**src/rtl/mem_access_unit_pkg.sv**
```systemverilog
// Shared definitions for the MEM-stage memory access unit and the decode stage:
// FSM states, funct3 access encodings and load/store opcodes.
package mem_access_unit_pkg;

    typedef enum logic [1:0] {
        IDLE = 2'd0,
        REQ  = 2'd1,
        DONE = 2'd2
    } state_e;

    localparam logic [2:0] F3_B  = 3'b000;
    localparam logic [2:0] F3_H  = 3'b001;
    localparam logic [2:0] F3_W  = 3'b010;
    localparam logic [2:0] F3_BU = 3'b100;
    localparam logic [2:0] F3_HU = 3'b101;

    localparam logic [6:0] OPC_LOAD  = 7'b0000011;
    localparam logic [6:0] OPC_STORE = 7'b0100011;

endpackage

```
**src/rtl/mem_access_unit_load_extender.sv**
```systemverilog
// Selects the addressed byte/half-word lane of a bus read word and
// sign- or zero-extends it according to funct3.
module mem_access_unit_load_extender
    import mem_access_unit_pkg::*;
#(
    parameter int DATA_W = 32
) (
    input  logic [DATA_W-1:0] word,
    input  logic [1:0]        ofs,
    input  logic [2:0]        funct3,
    output logic [DATA_W-1:0] data
);

    logic signed [7:0]  byte_s;
    logic signed [15:0] half_s;

    always_comb begin
        byte_s = $signed(word[{ofs, 3'b000} +: 8]);
        half_s = $signed(ofs[1] ? word[31:16] : word[15:0]);
        case (funct3)
            F3_B:    data = DATA_W'(byte_s);
            F3_BU:   data = DATA_W'($unsigned(byte_s));
            F3_H:    data = DATA_W'(half_s);
            F3_HU:   data = DATA_W'($unsigned(half_s));
            default: data = word;
        endcase
    end

endmodule

```
**src/rtl/mem_access_unit.sv**
```systemverilog
// MEM-stage memory access unit: turns one pipeline load/store into a req/ack
// bus transaction, stalls the pipeline meanwhile and returns extended load data.
module mem_access_unit
    import mem_access_unit_pkg::*;
#(
    parameter int ADDR_W      = 32,
    parameter int DATA_W      = 32,
    parameter int TIMEOUT_CYC = 64
) (
    input  logic              clk,
    input  logic              rst,
    input  logic              mreq,
    input  logic              mem_write,
    input  logic [2:0]        funct3,
    input  logic              flush,
    input  logic [ADDR_W-1:0] addr,
    input  logic [DATA_W-1:0] wdata,
    output logic              stall,
    output logic [DATA_W-1:0] rdata,
    output logic              rdata_valid,
    output logic              access_err,
    output logic              timeout_err,
    output logic              bus_req,
    output logic              bus_we,
    output logic [ADDR_W-1:0] bus_addr,
    output logic [3:0]        bus_be,
    output logic [DATA_W-1:0] bus_wdata,
    input  logic              bus_ack,
    input  logic [DATA_W-1:0] bus_rdata
);

    localparam int CNT_W = (TIMEOUT_CYC > 1) ? $clog2(TIMEOUT_CYC) : 1;
    localparam logic [CNT_W-1:0] CNT_MAX = CNT_W'(TIMEOUT_CYC - 1);

    function automatic logic [3:0] be_for(input logic [2:0] f3, input logic [1:0] ofs);
        case (f3)
            F3_B, F3_BU: be_for = 4'b0001 << ofs;
            F3_H, F3_HU: be_for = 4'b0011 << ofs;
            default:     be_for = 4'b1111;
        endcase
    endfunction

    function automatic logic [DATA_W-1:0] replicate(input logic [2:0] f3, input logic [DATA_W-1:0] wd);
        case (f3)
            F3_B:    replicate = {4{wd[7:0]}};
            F3_H:    replicate = {2{wd[15:0]}};
            default: replicate = wd;
        endcase
    endfunction

    function automatic logic illegal(input logic [2:0] f3, input logic [1:0] ofs, input logic we);
        case (f3)
            F3_B, F3_BU: illegal = 1'b0;
            F3_H, F3_HU: illegal = ofs[0];
            F3_W:        illegal = (ofs != 2'b00);
            default:     illegal = 1'b1;
        endcase
        illegal = illegal | (we & f3[2]);
    endfunction

    state_e            state_q, state_d;
    logic [CNT_W-1:0]  cnt_q, cnt_d;
    logic              bus_req_q, bus_req_d;
    logic              bus_we_q, bus_we_d;
    logic [ADDR_W-1:0] bus_addr_q, bus_addr_d;
    logic [3:0]        bus_be_q, bus_be_d;
    logic [DATA_W-1:0] bus_wdata_q, bus_wdata_d;
    logic [2:0]        f3_q, f3_d;
    logic [1:0]        ofs_q, ofs_d;
    logic              flushed_q, flushed_d;
    logic [DATA_W-1:0] rdata_q, rdata_d;
    logic              rdata_valid_q, rdata_valid_d;
    logic              timeout_err_q, timeout_err_d;
    logic [DATA_W-1:0] ext_data;
    logic              req_ok;

    mem_access_unit_load_extender #(.DATA_W(DATA_W)) u_ext (
        .word   (bus_rdata),
        .ofs    (ofs_q),
        .funct3 (f3_q),
        .data   (ext_data)
    );

    always_comb begin
        state_d       = state_q;
        cnt_d         = cnt_q;
        bus_req_d     = bus_req_q;
        bus_we_d      = bus_we_q;
        bus_addr_d    = bus_addr_q;
        bus_be_d      = bus_be_q;
        bus_wdata_d   = bus_wdata_q;
        f3_d          = f3_q;
        ofs_d         = ofs_q;
        flushed_d     = flushed_q;
        rdata_d       = rdata_q;
        rdata_valid_d = 1'b0;
        timeout_err_d = 1'b0;
        stall         = 1'b0;
        access_err    = 1'b0;
        req_ok        = mreq & ~flush;

        case (state_q)
            IDLE: begin
                access_err = req_ok & illegal(funct3, addr[1:0], mem_write);
                if (req_ok && !access_err) begin
                    stall       = 1'b1;
                    bus_req_d   = 1'b1;
                    bus_we_d    = mem_write;
                    bus_addr_d  = {addr[ADDR_W-1:2], 2'b00};
                    bus_be_d    = be_for(funct3, addr[1:0]);
                    bus_wdata_d = replicate(funct3, wdata);
                    f3_d        = funct3;
                    ofs_d       = addr[1:0];
                    flushed_d   = 1'b0;
                    cnt_d       = '0;
                    state_d     = REQ;
                end
            end
            REQ: begin
                stall     = 1'b1;
                flushed_d = flushed_q | flush;
                if (bus_ack) begin
                    bus_req_d = 1'b0;
                    cnt_d     = '0;
                    state_d   = DONE;
                    if (!bus_we_q) begin
                        rdata_d       = ext_data;
                        rdata_valid_d = ~(flushed_q | flush);
                    end
                end else if (cnt_q == CNT_MAX) begin
                    // Abort: the bus never answered, hand back zero without a valid pulse.
                    bus_req_d     = 1'b0;
                    cnt_d         = '0;
                    timeout_err_d = 1'b1;
                    rdata_d       = '0;
                    state_d       = DONE;
                end else begin
                    cnt_d = cnt_q + CNT_W'(1);
                end
            end
            default: state_d = IDLE;
        endcase
    end

    always_ff @(posedge clk or posedge rst) begin
        if (rst) begin
            state_q       <= IDLE;
            cnt_q         <= '0;
            bus_req_q     <= 1'b0;
            bus_we_q      <= 1'b0;
            bus_addr_q    <= '0;
            bus_be_q      <= '0;
            bus_wdata_q   <= '0;
            f3_q          <= '0;
            ofs_q         <= '0;
            flushed_q     <= 1'b0;
            rdata_q       <= '0;
            rdata_valid_q <= 1'b0;
            timeout_err_q <= 1'b0;
        end else begin
            state_q       <= state_d;
            cnt_q         <= cnt_d;
            bus_req_q     <= bus_req_d;
            bus_we_q      <= bus_we_d;
            bus_addr_q    <= bus_addr_d;
            bus_be_q      <= bus_be_d;
            bus_wdata_q   <= bus_wdata_d;
            f3_q          <= f3_d;
            ofs_q         <= ofs_d;
            flushed_q     <= flushed_d;
            rdata_q       <= rdata_d;
            rdata_valid_q <= rdata_valid_d;
            timeout_err_q <= timeout_err_d;
        end
    end

    assign bus_req     = bus_req_q;
    assign bus_we      = bus_we_q;
    assign bus_addr    = bus_addr_q;
    assign bus_be      = bus_be_q;
    assign bus_wdata   = bus_wdata_q;
    assign rdata       = rdata_q;
    assign rdata_valid = rdata_valid_q;
    assign timeout_err = timeout_err_q;

endmodule

```
**config.mk**
```make
export PLATFORM = sky130hd
export DESIGN_NAME = mem_access_unit
export DESIGN_NICKNAME = d
export VERILOG_FILES = /design/src/rtl/mem_access_unit_pkg.sv /design/src/rtl/mem_access_unit_load_extender.sv /design/src/rtl/mem_access_unit.sv
export SDC_FILE = /design/constraint.sdc
export NUM_CORES = 1
export LEC_CHECK = 0
export CAP_MARGIN = 30
export CORE_MARGIN = 2
export CORE_UTILIZATION = 44
export DETAILED_ROUTE_END_ITERATION = 7
export PLACE_DENSITY = 0.83
export SLEW_MARGIN = 15
export SYNTH_ARGS = -nofsm -noshare
export SYNTH_HDL_FRONTEND = slang
export SYNTH_SLANG_ARGS = --single-unit
```
**constraint.sdc**
```tcl
create_clock -name clk -period 5.1 [get_ports clk]
set_input_delay 1.275 -clock clk [delete_from_list [all_inputs] [get_ports clk]]
set_output_delay 1.275 -clock clk [all_outputs]
set_load 0.05 [all_outputs]
```
Yosys cells after proc, flatten, opt, wreduce, memory -nomap -nowiden --
Index checks and enable logic that the tools add are counted.
Word-level totals: register bits after elaboration 116, output and inout bits 106
Cells by class: add/subtract/negate cells 1, equal/unequal tests 12, shift operators 3, muxes and demuxes 32, bitwise logic cells 7, reductions and logical operators 15
Operators by type and width (number):
- case mux 32 bit (4 select lines) | 1
- 2-to-1 mux 32 bit | 3
- case mux 32 bit (2 select lines) | 1
- variable part select 32 x 6 -> 8 bit | 1
- 2-to-1 mux 6 bit | 3
- 2-to-1 mux 16 bit | 1
- 2-to-1 mux 1 bit | 13
- == test 3 bit, second input constant | 4
- case mux 6 bit (2 select lines) | 1
- case mux 4 bit (2 select lines) | 1
- adder 6 x 1 -> 6 bit, second input constant | 1
- == test 3 x 1 -> 1 bit, second input constant | 2
- == test 6 bit, second input constant | 1
- zero test 3 bit | 2
- 2-to-1 mux 2 bit | 3
- case mux 1 bit (2 select lines) | 3
- AND reduction 2 bit | 3
- AND reduction 3 bit | 2
- nonzero test 2 bit | 3
- != test 2 bit, second input constant | 2
- case mux 2 bit (2 select lines) | 1
- OR reduction 2 bit | 2
- << shifter 1 x 2 -> 4 bit, first input constant | 1
- << shifter 2 x 2 -> 4 bit, first input constant | 1
- other kinds (10) | 14

Depth between registers and ports, before layout --
Gate-level depths: netlist of the first run.
depth after elaboration 10, mapped depth 7, depth with buffers taken out 5

Hierarchy --
Synthesis of the first run repeated with hierarchy kept, for this count alone.
Second synthesis, totals: cell total of the unflattened synthesis 468, area, all modules 5713.0 um2
Modules (own cells, without submodules):
- mem_access_unit | instances 1, cells each 372, area an instance 4867.2 um2, seq. area each 2902.8 um2
- mem_access_unit_load_extender | instances 1, cells each 96, area an instance 845.8 um2, seq. area each 0.0 um2

Worst setup path before layout of the first run --
Ideal clock, no wire load.
path kind input -> output, from input flush, to output access_err, arrival time 2.770 ns, path slack 1.055 ns, stages on the path 2, cell sequence nor4b_2 nor3b_1
Between the ends: word-level cells in the longest chain between the ends 4
Ends and longest elaborated chain:
- start, declared | line mem_access_unit.sv:15 | input logic flush,
- inverter 1 bit | line mem_access_unit.sv:100 | req_ok = mreq & ~flush;
- AND 1 bit | line mem_access_unit.sv:100
- AND 1 bit | line mem_access_unit.sv:104 | access_err = req_ok & illegal(funct3, addr[1:0], mem_write);
- 2-to-1 mux 1 bit | line mem_access_unit.sv:102 | case (state_q)
- end, declared | line mem_access_unit.sv:21 | output logic access_err,
Every way passes these cells.

Worst setup path after layout of the first run --
from input funct3[0], to output stall
Between the ends: word-level cells in the longest chain between the ends 10
Ends and longest elaborated chain:
- start, declared | line mem_access_unit.sv:14 | input logic [2:0] funct3,
- == test 3 x 1 -> 1 bit (tied with other cells) | line mem_access_unit.sv:52 | case (f3)
- OR reduction 2 bit | line mem_access_unit.sv:52
- case mux 1 bit (3 select lines) * | line mem_access_unit.sv:52
- 2-to-1 mux 1 bit * | line mem_access_unit.sv:102
- OR 1 bit * | line mem_access_unit.sv:58 | illegal = illegal | (we & f3[2]);
- AND 1 bit * | line mem_access_unit.sv:104
- zero test 1 bit * | line mem_access_unit.sv:105 | if (req_ok && !access_err) begin
- logical AND 1 bit * | line mem_access_unit.sv:105
- 2-to-1 mux 1 bit * | line mem_access_unit.sv:105
- case mux 1 bit (2 select lines) * | line mem_access_unit.sv:102
- end, declared | line mem_access_unit.sv:18 | output logic stall,
Every way passes the cells marked *; elsewhere a longest branch is shown, timed or not. The select of a mux whose other input is x is not followed.

==> summary.txt, run 1 <==
Outcome: finished, final reports clean
WP buf/inv: 3
Row count: 40
Nature of the critical path endpoint: primary output
Num ports: 211
Crit path arrival time: 3170 ps
WP data required: 3830 ps
Reg area: 0.00290 mm2
Largest buffer count on any clock path: 2
Initial antenna violation count: 0
Maximum vdd ir drop: 0.371 mV
# diodes: 0
Die area: 0.0133 mm2
Total congestion overflow: 0
Core area: 0.0121 mm2
Worst-path clk slew: 50 ps
Mapped Cells: 486
PD cells: 576 mW/mm2
Vias post-DR: 4753
WS Path Type: input port to primary output
Achievable Freq: 0.225 GHz
Share of cells above drive strength 1: 13.6%
Post_cts resized: 0
RSZ-0062 raised after global routing: false
Max-slew violations: 0
Final Hold Viols: 0
Switching share of power: 43.3%
Tcrit/Tclk final: 87.1%
CTS tree: done
Final WL: 16500 um
Netlist cell types: 50
Largest net degree at the start of global routing: 104
PortBufs: 208
CP Max Fanout: 9
Drt via density: 5.47
Flop pwr share: 30.6%
Yosys top cell by area: dfrtp_1
H-tree depth: 4
Nets: 796
Total CTS buffers: 17
Synth top area share: 53.2%
Internal Power: 2680 uW
Seq/Total Area, Yosys: 53.2%
Fin Clk Skew: 5.97 ps
Initial detailed-routing violation count: 455
FF+latch count, synth: 116
Post-DP HPWL: 11600 um
Worst relative slew slack: 40.7%
Hold crit path type: register to register
Number of synthesized flops with an enable pin: 0
Total GRT Usage: 25.3%
Hold buffers post-CTS: 0
Post-route DRC: 0
Post-Syn Area per Cell: 11.2 um2
Filler cells: 883
1st-pass router iterations: 6
Cell area after layout: 0.00819 mm2
Least-Margin Pin Slew: 890 ps
Area occupied by multi-input gates: 0.00235 mm2
Setup bufs post-CTS: 0
Slowest-stage cell, CP: clkdlybuf4s50_1
Critical Path Source Type: input port
Num Clock Sinks: 116
Synthesis-to-layout area growth: 50.2%
Final min period: 4440 ps
Combinational share of power: 47.4%
Sum Neg Setup Slack: 0 ps
Net load switching power: 2040 uW
Pleak: 0.00357 uW
Worst path top cell family by delay: buffers and inverters
Crit path cell chain: clkdlybuf4s50_1 > a221oi_2 > o31ai_1 > inv_1 > buf_12
First-pass GRT wire length: 25600 um
GP Congestion: 0.843
Clk root buf: clkbuf_16
# setup viols final: 0
Max-Cap Viols: 0
Placed cell area: 0.00765 mm2
Die height: 115 um
Post-DRT Antenna Nets: 0
Synth Warn #: 0
Ys async rst share: 100%
Delay of the slowest critical-path stage: 740 ps
Clock share of power: 22.0%
Mapped cell area: 0.00545 mm2
Synth area leaders: dfrtp_1 (53%), o21ai_0 (7.9%), mux2_4 (7.7%)
Wire length per cell: 18.9 um
Most used flip-flop cell after synthesis: dfrtp_1
Initial Util: 45.2%
Number of global-route vias before repair: 5014
Clock Latency Late Sink: 410 ps
Die Wd: 115 um
-- logic make-up after synthesis --
kind of cell | after synthesis | share of synthesized area (%)
compound gates | 140 | 15.5
xor+xnor | 2 | 0.321
fa+ha+maj | 1 | 0.229
buf+inv | 42 | 3.88
flops | 116 | 53.2
mux | 77 | 17.3
other cells | 1 | 0.0688
simple gates | 107 | 9.52
-- placed cells by master (no fill, tap or decap), types with 10 or more instances in the layout --
cell	n
inv_1	10
nand2_1	64
mux2i_1	32
dfrtp_1	116
mux2_4	28
a21oi_1	13
o21ai_0	86
mux2_2	16
clkbuf_16	17
clkdlybuf4s50_1	206
-- routing by layer --
metal | GRT usage [%] | vias to the layer above | part of all wire [%]
met4 | 10.8 | 0 | 3.1
met5 | 0 | - | 0
met1 | 29.1 | 2300 | 38
li1 | - | 2144 | -
met2 | 40.9 | 268 | 48
met3 | 11.8 | 41 | 11
-- power by group through the flow --
stage / Combinational [uW] / Clock (uW) / Sequential [uW]
6_report: 2240 / 1040 / 1440
2_1_floorplan: 491 / 0 / 2370
3_5_place_dp: 2230 / 0 / 1440
3_3_place_gp: 2200 / 0 / 1430
5_1_grt: 2350 / 1100 / 1480
4_1_cts: 2250 / 1050 / 1440
-- area by class of cell --
class	count	share of cell area (%)
well taps	168	2.57
repair buffers	215	26.5
clock inverters	6	0.366
inverters	11	0.534
flip-flops and latches	116	35.4
multi-input cells	329	28.7
clock buffers	24	5.88
-- stage by stage --
| step | hold WS (ps) | power (uW) | std cells | setup WS (ps) | utilization (%) |
|---|---|---|---|---|---|
| after floorplan | 406 | 2860 | 487 | 753 | - |
| after global placement | 427 | 3620 | 838 | 719 | 63.5 |
| after detailed placement | 435 | 3680 | 838 | 675 | 63.5 |
| after CTS | 440 | 4740 | 868 | 710 | 67.7 |
| after global routing | 462 | 4930 | 869 | 622 | 67.9 |
| final | 436 | 4720 | 869 | 660 | 67.9 |
-- sequential cells by signal, summed over array words and instances, names as in the netlist --
| signal | cells |
|---|---|
| bus_wdata | 32 |
| rdata_valid | 1 |
| f3_q | 3 |
| bus_be | 4 |
| state_q | 2 |
| cnt_q | 6 |
| ofs_q | 2 |
| bus_we | 1 |
| bus_addr | 30 |
| timeout_err | 1 |
| rdata | 32 |
| flushed_q | 1 |
| bus_req | 1 |
-- worst paths after layout --
path	from	end	slack, ps	depth (start not counted)
worst max register to register	ofs_q[1]	rdata[11]	2690	4
worst max-delay path	funct3[0]	stall	660	5
max in group asynchronous	rst	bus_addr[29]	3010	4
worst min register to register	flushed_q	rdata_valid	440	1
worst min-delay path	flushed_q	rdata_valid	440	1
min in group asynchronous	rst	rdata[14]	1190	2
-- synth_stat cells, types with 8 or more instances --
| cell type | instances |
|---|---|
| dfrtp_1 | 116 |
| o21ai_0 | 86 |
| nand2_1 | 64 |
| mux2i_1 | 32 |
| mux2_4 | 28 |
| mux2_2 | 16 |
| a21oi_1 | 13 |
| buf_2 | 13 |
| clkbuf_1 | 12 |
| inv_1 | 11 |
| nand2b_1 | 9 |
| nor2_1 | 8 |
(Power assumes the default switching activity.)
==> inputs of run 2 (changes only) <==
--- a/config.mk
+++ b/config.mk
@@ -7,9 +7,10 @@
 export LEC_CHECK = 0
 export CAP_MARGIN = 30
 export CORE_MARGIN = 2
-export CORE_UTILIZATION = 44
+export CORE_UTILIZATION = 45
+export CTS_BUF_LIST = sky130_fd_sc_hd__clkbuf_4
 export DETAILED_ROUTE_END_ITERATION = 7
-export PLACE_DENSITY = 0.83
+export PLACE_DENSITY = 0.85
 export SLEW_MARGIN = 15
 export SYNTH_ARGS = -nofsm -noshare
 export SYNTH_HDL_FRONTEND = slang
==> run 2 against run 1 <==
Effect of this change: core utilization decreased by 1.1 points; hold slack improved by 7.5 ps; cell area shrank 2.8%; count of clock-buffer cells in the layout down 6; critical path type unchanged.
==> summary.txt, run 2 (synthesized netlist as in run 1, its figures left out) <==
Num Clock Sinks: 116 (unchanged)
Tcrit/Tclk final: 86.9% (-0.19 points)
Fin Clk Skew: 16.1 ps (+10.1 ps)
WP buf/inv: 3 (unchanged)
Max-Cap Viols: 0 (unchanged)
WP data required: 3830 ps (about the same)
Final core utilization: 66.9% (-1.1 points)
Nature of the critical path endpoint: primary output
Vias post-DR: 4629 (-2.6%)
Worst path top cell family by delay: buffers and inverters
Synthesis-to-layout area growth: 46.0%
Post-route DRC: 0 (unchanged)
GP Congestion: 0.859 (+1.9%)
RR Startpoint: ofs_q[1]
Clk root buf: clkbuf_4
Row count: 40 (unchanged)
Worst relative slew slack: 40.8% (+0.16 points)
R2r endpoint: rdata[13]
Maximum vdd ir drop: 0.311 mV (-16%)
Min-delay src: flushed_q
Sum Neg Setup Slack: 0 ps (unchanged)
Worst Hold Path EP: rdata_valid
Clock share of power: 17.3% (-4.7 points)
Pleak: 0.00346 uW (-3.0%)
Core area: 0.0119 mm2 (-1.2%)
Initial Util: 45.8% (+0.57 points)
WHS Path Cells: 1 (unchanged)
Drt via density: 5.45 (-0.31%)
RSZ-0062 raised after global routing: false
Clock Latency Late Sink: 520 ps (+110 ps)
CTS tree: done
Most common cell after layout, fill and taps aside: clkdlybuf4s50_1
Post_cts resized: 0 (unchanged)
H-tree depth: 4 (unchanged)
Commonest non-fill, non-tap cells in the layout: clkdlybuf4s50_1 (206), dfrtp_1 (116), o21ai_0 (86)
# diodes: 0 (unchanged)
Crit path cell chain: clkdlybuf4s50_1 > a221oi_2 > o31ai_1 > inv_1 > buf_12
Crit path arrival time: 3160 ps (about the same)
PortBufs: 208 (unchanged)
Internal Power: 2410 uW (-9.8%)
Setup bufs post-CTS: 0 (unchanged)
1st-pass router iterations: 5 (-1)
Net load switching power: 2010 uW (-1.8%)
# setup viols final: 0 (unchanged)
Achievable Freq: 0.226 GHz (+0.22%)
Wire length per cell: 18.7 um (-1.4%)
Slowest-stage cell, CP: o31ai_1
Final WL: 15900 um (-3.7%)
Final Hold Viols: 0 (unchanged)
Max-slew violations: 0 (unchanged)
Combinational share of power: 50.4% (+3.0 points)
Die height: 114 um (-1.1%)
Critical Path Source Type: input port
Switching share of power: 45.4% (+2.1 points)
Total congestion overflow: 0 (unchanged)
Die Wd: 114 um (-1.1%)
Nets: 796 (unchanged)
First-pass GRT wire length: 25200 um (-1.5%)
WS Path Type: input port to primary output
Total GRT Usage: 25.2% (-0.19 points)
Worst R2R Path Depth: 4 (unchanged)
Least-Margin Pin Slew: 888 ps (-2.34 ps)
Die area: 0.0130 mm2 (-2.1%)
CP Max Fanout: 8 (-1)
Flop pwr share: 32.3% (+1.7 points)
Number of global-route vias before repair: 5001 (-0.26%)
Final min period: 4430 ps (-9.91 ps)
Initial antenna violation count: 0 (unchanged)
Num ports: 211 (unchanged)
Outcome: finished, final reports clean
Post-DP HPWL: 11700 um (+0.66%)
Share of cells above drive strength 1: 14.2% (+0.69 points)
Initial detailed-routing violation count: 399 (-12%)
Total CTS buffers: 17 (unchanged)
Reg-to-reg setup timing slack: 2660 ps (-30 ps)
Delay of the slowest critical-path stage: 660 ps (-80 ps)
Hold crit path type: register to register
Worst-path clk slew: 110 ps (+60 ps)
Largest net degree at the start of global routing: 72 (-31%)
Largest buffer count on any clock path: 2 (unchanged)
Hold buffers post-CTS: 0 (unchanged)
Post-DRT Antenna Nets: 0 (unchanged)
PD cells: 555 mW/mm2 (-3.6%)
## run 2: cell count changes in the layout (fill, tap and decap cells not counted), moves of 4 or more
cell	before	now
clkbuf_1	4	0
bufinv_16	0	4
clkbuf_16	17	0
clkinv_2	6	2
clkbuf_4	0	18
clkinvlp_4	0	5
## run 2: worst max path at each step
stage,from,end,slack [ps],cells past startpoint
finish,funct3[1],stall,670,5
global route,funct3[2],stall,560,5
CTS,funct3[1],stall,720,5
detailed placement,funct3[1],stall,720,5
global placement,funct3[1],stall,800,5
floorplan,rst,bus_addr[10],750,1
## run 2: worst reg2reg max path: stages, from the launching register on
cell	delay (ps)
dfrtp_1	930
mux4_2	630
a21oi_2	350
o21ai_0	170
a32o_1	270
## run 2: power by group through the flow
stage	Combinational (uW)	Sequential, uW	Clock [uW]
final	2230	1430	765
after global placement	2190	1430	0
after floorplan	491	2370	0
after global routing	2330	1470	822
after CTS	2240	1430	777
after detailed placement	2230	1440	0
## run 2: layout make-up
type	count	area (um2)
inverters	11	43.8
repair buffers	215	2160
clock buffers	18	135
flip-flops and latches	116	2900
well taps	147	184
fillers	901	3950
multi-input cells	329	2350
clock inverters	13	185
## run 2: per-layer routing
metal / vias up / track usage [%] / share of wire, %
met5: - / 0 / 0
met1: 2220 / 28.9 / 39
met3: 39 / 11.2 / 9.9
li1: 2143 / - / -
met4: 0 / 10.7 / 2.7
met2: 227 / 41.0 / 48
## run 2: metrics by stage
| step | hold slack, ps | total power [uW] | area [um2] | instances | setup WS, ps |
|---|---|---|---|---|---|
| finish | 444 | 4420 | 7960 | 849 | 670 |
| global route | 470 | 4620 | 7960 | 849 | 564 |
| CTS | 456 | 4440 | 7960 | 849 | 715 |
| detailed placement | 447 | 3680 | 7640 | 818 | 722 |
| global placement | 429 | 3620 | 7620 | 817 | 800 |
| floorplan | 406 | 2860 | 5460 | 487 | 753 |
==> inputs of run 3 (changes only) <==
--- a/config.mk
+++ b/config.mk
@@ -7,10 +7,10 @@
 export LEC_CHECK = 0
 export CAP_MARGIN = 30
 export CORE_MARGIN = 2
-export CORE_UTILIZATION = 45
+export CORE_UTILIZATION = 40
 export CTS_BUF_LIST = sky130_fd_sc_hd__clkbuf_4
 export DETAILED_ROUTE_END_ITERATION = 7
-export PLACE_DENSITY = 0.85
+export PLACE_DENSITY = 0.77
 export SLEW_MARGIN = 15
 export SYNTH_ARGS = -nofsm -noshare
 export SYNTH_HDL_FRONTEND = slang
==> run 3 against run 2 <==
Effect of this change: count of clock-buffer cells in the layout unchanged; global-route usage down 3.1 points; core utilization down 7.0 points; via count about the same; clock skew up 1.6 ps; combinational power about the same; register-to-register slack better by 30 ps; fmax down 0.72%; non-clock buffer count down 1; clock power down 11%; flip-flop and latch count unchanged; critical path type unchanged; largest power group unchanged; highest routed layer unchanged.
==> summary.txt, run 3 (synthesized netlist as in run 1, its figures left out) <==
Outcome: finished, final reports clean
Pre-CTS setup slack: 655 ps (-67.1 ps)
WS Path Type: input port to primary output
Worst relative slew slack: 41.5% (+0.72 points)
Nets: 795 (-0.13%)
Vias post-DR: 4632 (+0.065%)
Setup WS post-layout: 638 ps (-32.1 ps)
Maximum vdd ir drop: 0.345 mV (+11%)
Critical Path Source Type: input port
Sum Neg Setup Slack: 0 ps (unchanged)
Max-slew violations: 0 (unchanged)
Clk root buf: clkbuf_4
Post-DP HPWL: 11400 um (-2.7%)
Die Wd: 121 um (+5.9%)
Initial antenna violation count: 1 (+1)
Clock Latency Late Sink: 550 ps (+30 ps)
Met1 WL: 6250 um (about the same)
First-pass GRT wire length: 24700 um (-2.0%)
Setup bufs post-CTS: 0 (unchanged)
Die area: 0.0146 mm2 (+12%)
Hold buffers post-CTS: 0 (unchanged)
Commonest non-fill, non-tap cells in the layout: clkdlybuf4s50_1 (206), dfrtp_1 (116), o21ai_0 (86)
Hold crit path type: register to register
Fin Clk Skew: 17.7 ps (+1.58 ps)
Post_cts resized: 0 (unchanged)
WP buf/inv: 3 (unchanged)
Least-Margin Pin Slew: 877 ps (-10.7 ps)
Worst path top cell family by delay: buffers and inverters
Most common cell after layout, fill and taps aside: clkdlybuf4s50_1
RSZ-0062 raised after global routing: false
DR WL met3: 1700 um (+7.6%)
Wire length per cell: 17.9 um (-4.4%)
Total congestion overflow: 0 (unchanged)
Num Clock Sinks: 116 (unchanged)
Pleak: 0.00346 uW (-0.19%)
Drt via density: 5.28 (-3.2%)
CP Max Fanout: 7 (-1)
Die height: 121 um (+5.9%)
H-tree depth: 4 (unchanged)
PD cells: 544 mW/mm2 (-2.0%)
Largest buffer count on any clock path: 2 (unchanged)
Synthesis-to-layout area growth: 46.0% (unchanged)
WP data required: 3830 ps (about the same)
Initial Util: 41.0% (-4.8 points)
Nature of the critical path endpoint: primary output
Row count: 42 (+5.0%)
1st-pass router iterations: 6 (+1)
Worst-path clk slew: 110 ps (about the same)
Number of global-route vias before repair: 4734 (-5.3%)
Final core utilization: 59.9% (-7.0 points)
Slowest-stage cell, CP: clkdlybuf4s50_1
Achievable Freq: 0.224 GHz (-0.72%)
# setup viols final: 0 (unchanged)
Core area: 0.0133 mm2 (+12%)
Final Hold Viols: 0 (unchanged)
Crit path arrival time: 3190 ps (+30 ps)
Num ports: 211 (unchanged)
Met2 wire len: 7300 um (-4.0%)
CTS tree: done
Delay of the slowest critical-path stage: 680 ps (+20 ps)
GP Congestion: 0.896 (+4.3%)
Final WL: 15700 um (-1.1%)
PortBufs: 208 (unchanged)
Crit path cell chain: clkdlybuf4s50_1 > a221oi_2 > o31ai_1 > inv_1 > buf_12
Post-route DRC: 0 (unchanged)
Largest net degree at the start of global routing: 117 (+63%)
Top Metal Used: met4
Initial detailed-routing violation count: 299 (-25%)
Final min period: 4460 ps (+32.1 ps)
Tcrit/Tclk final: 87.5% (+0.63 points)
Total GRT Usage: 22.1% (-3.1 points)
Total CTS buffers: 17 (unchanged)
Max-Cap Viols: 0 (unchanged)
Post-DRT Antenna Nets: 0 (unchanged)
Share of cells above drive strength 1: 13.7% (-0.55 points)
run 3: changes by cell type in the layout (fill, tap and decap cells not counted), sizes merged:
| cell | previous run | this run |
|---|---|---|
| clkinv | 4 | 8 |
| buf | 9 | 8 |
| clkinvlp | 5 | 2 |
| diode | 0 | 1 |
| bufinv | 4 | 3 |
run 3: final cells by class:
class                      count  area (um2)
fill                        1090        5330
sequential                   116        2900
multi-input combinational    329        2350
timing repair buffer         214        2170
tap                          176         220
clock inverter                13         141
clock buffer                  18         135
inverter                      11        43.8
antenna                        1        2.50
run 3: power breakdown:
group          switching (uW)  internal [uW]  total [uW]
Sequential                221           1220        1440
Combinational            1400            809        2210
Clock                     351            333         683
Total                    1980           2360        4330
run 3: routing by layer:
metal	track usage, %	vias to the layer above
li1	-	2152
met1	27.1	2204
met2	33.9	245
met3	9.43	31
met4	9.74	0
met5	0	-
run 3: path summary, 6_finish.rpt:
path | start | end | slack [ps] | depth (start not counted)
min in group asynchronous | rst | bus_addr[22] | 1200 | 3
setup reg to reg | ofs_q[1] | rdata[10] | 2690 | 4
hold / removal | flushed_q | rdata_valid | 430 | 1
setup / recovery | funct3[0] | stall | 640 | 5
hold reg to reg | flushed_q | rdata_valid | 430 | 1
max in group asynchronous | rst | cnt_q[5] | 3380 | 3
run 3: metrics by stage:
stage / cell area [um2] / hold slack, ps / power [uW] / instances
final: 7960 / 425 / 4330 / 878
after global routing: 7960 / 484 / 4540 / 878
after CTS: 7930 / 431 / 4360 / 876
after detailed placement: 7660 / 429 / 3670 / 845
after global placement: 7660 / 428 / 3630 / 845
after floorplan: 5460 / 406 / 2860 / 487
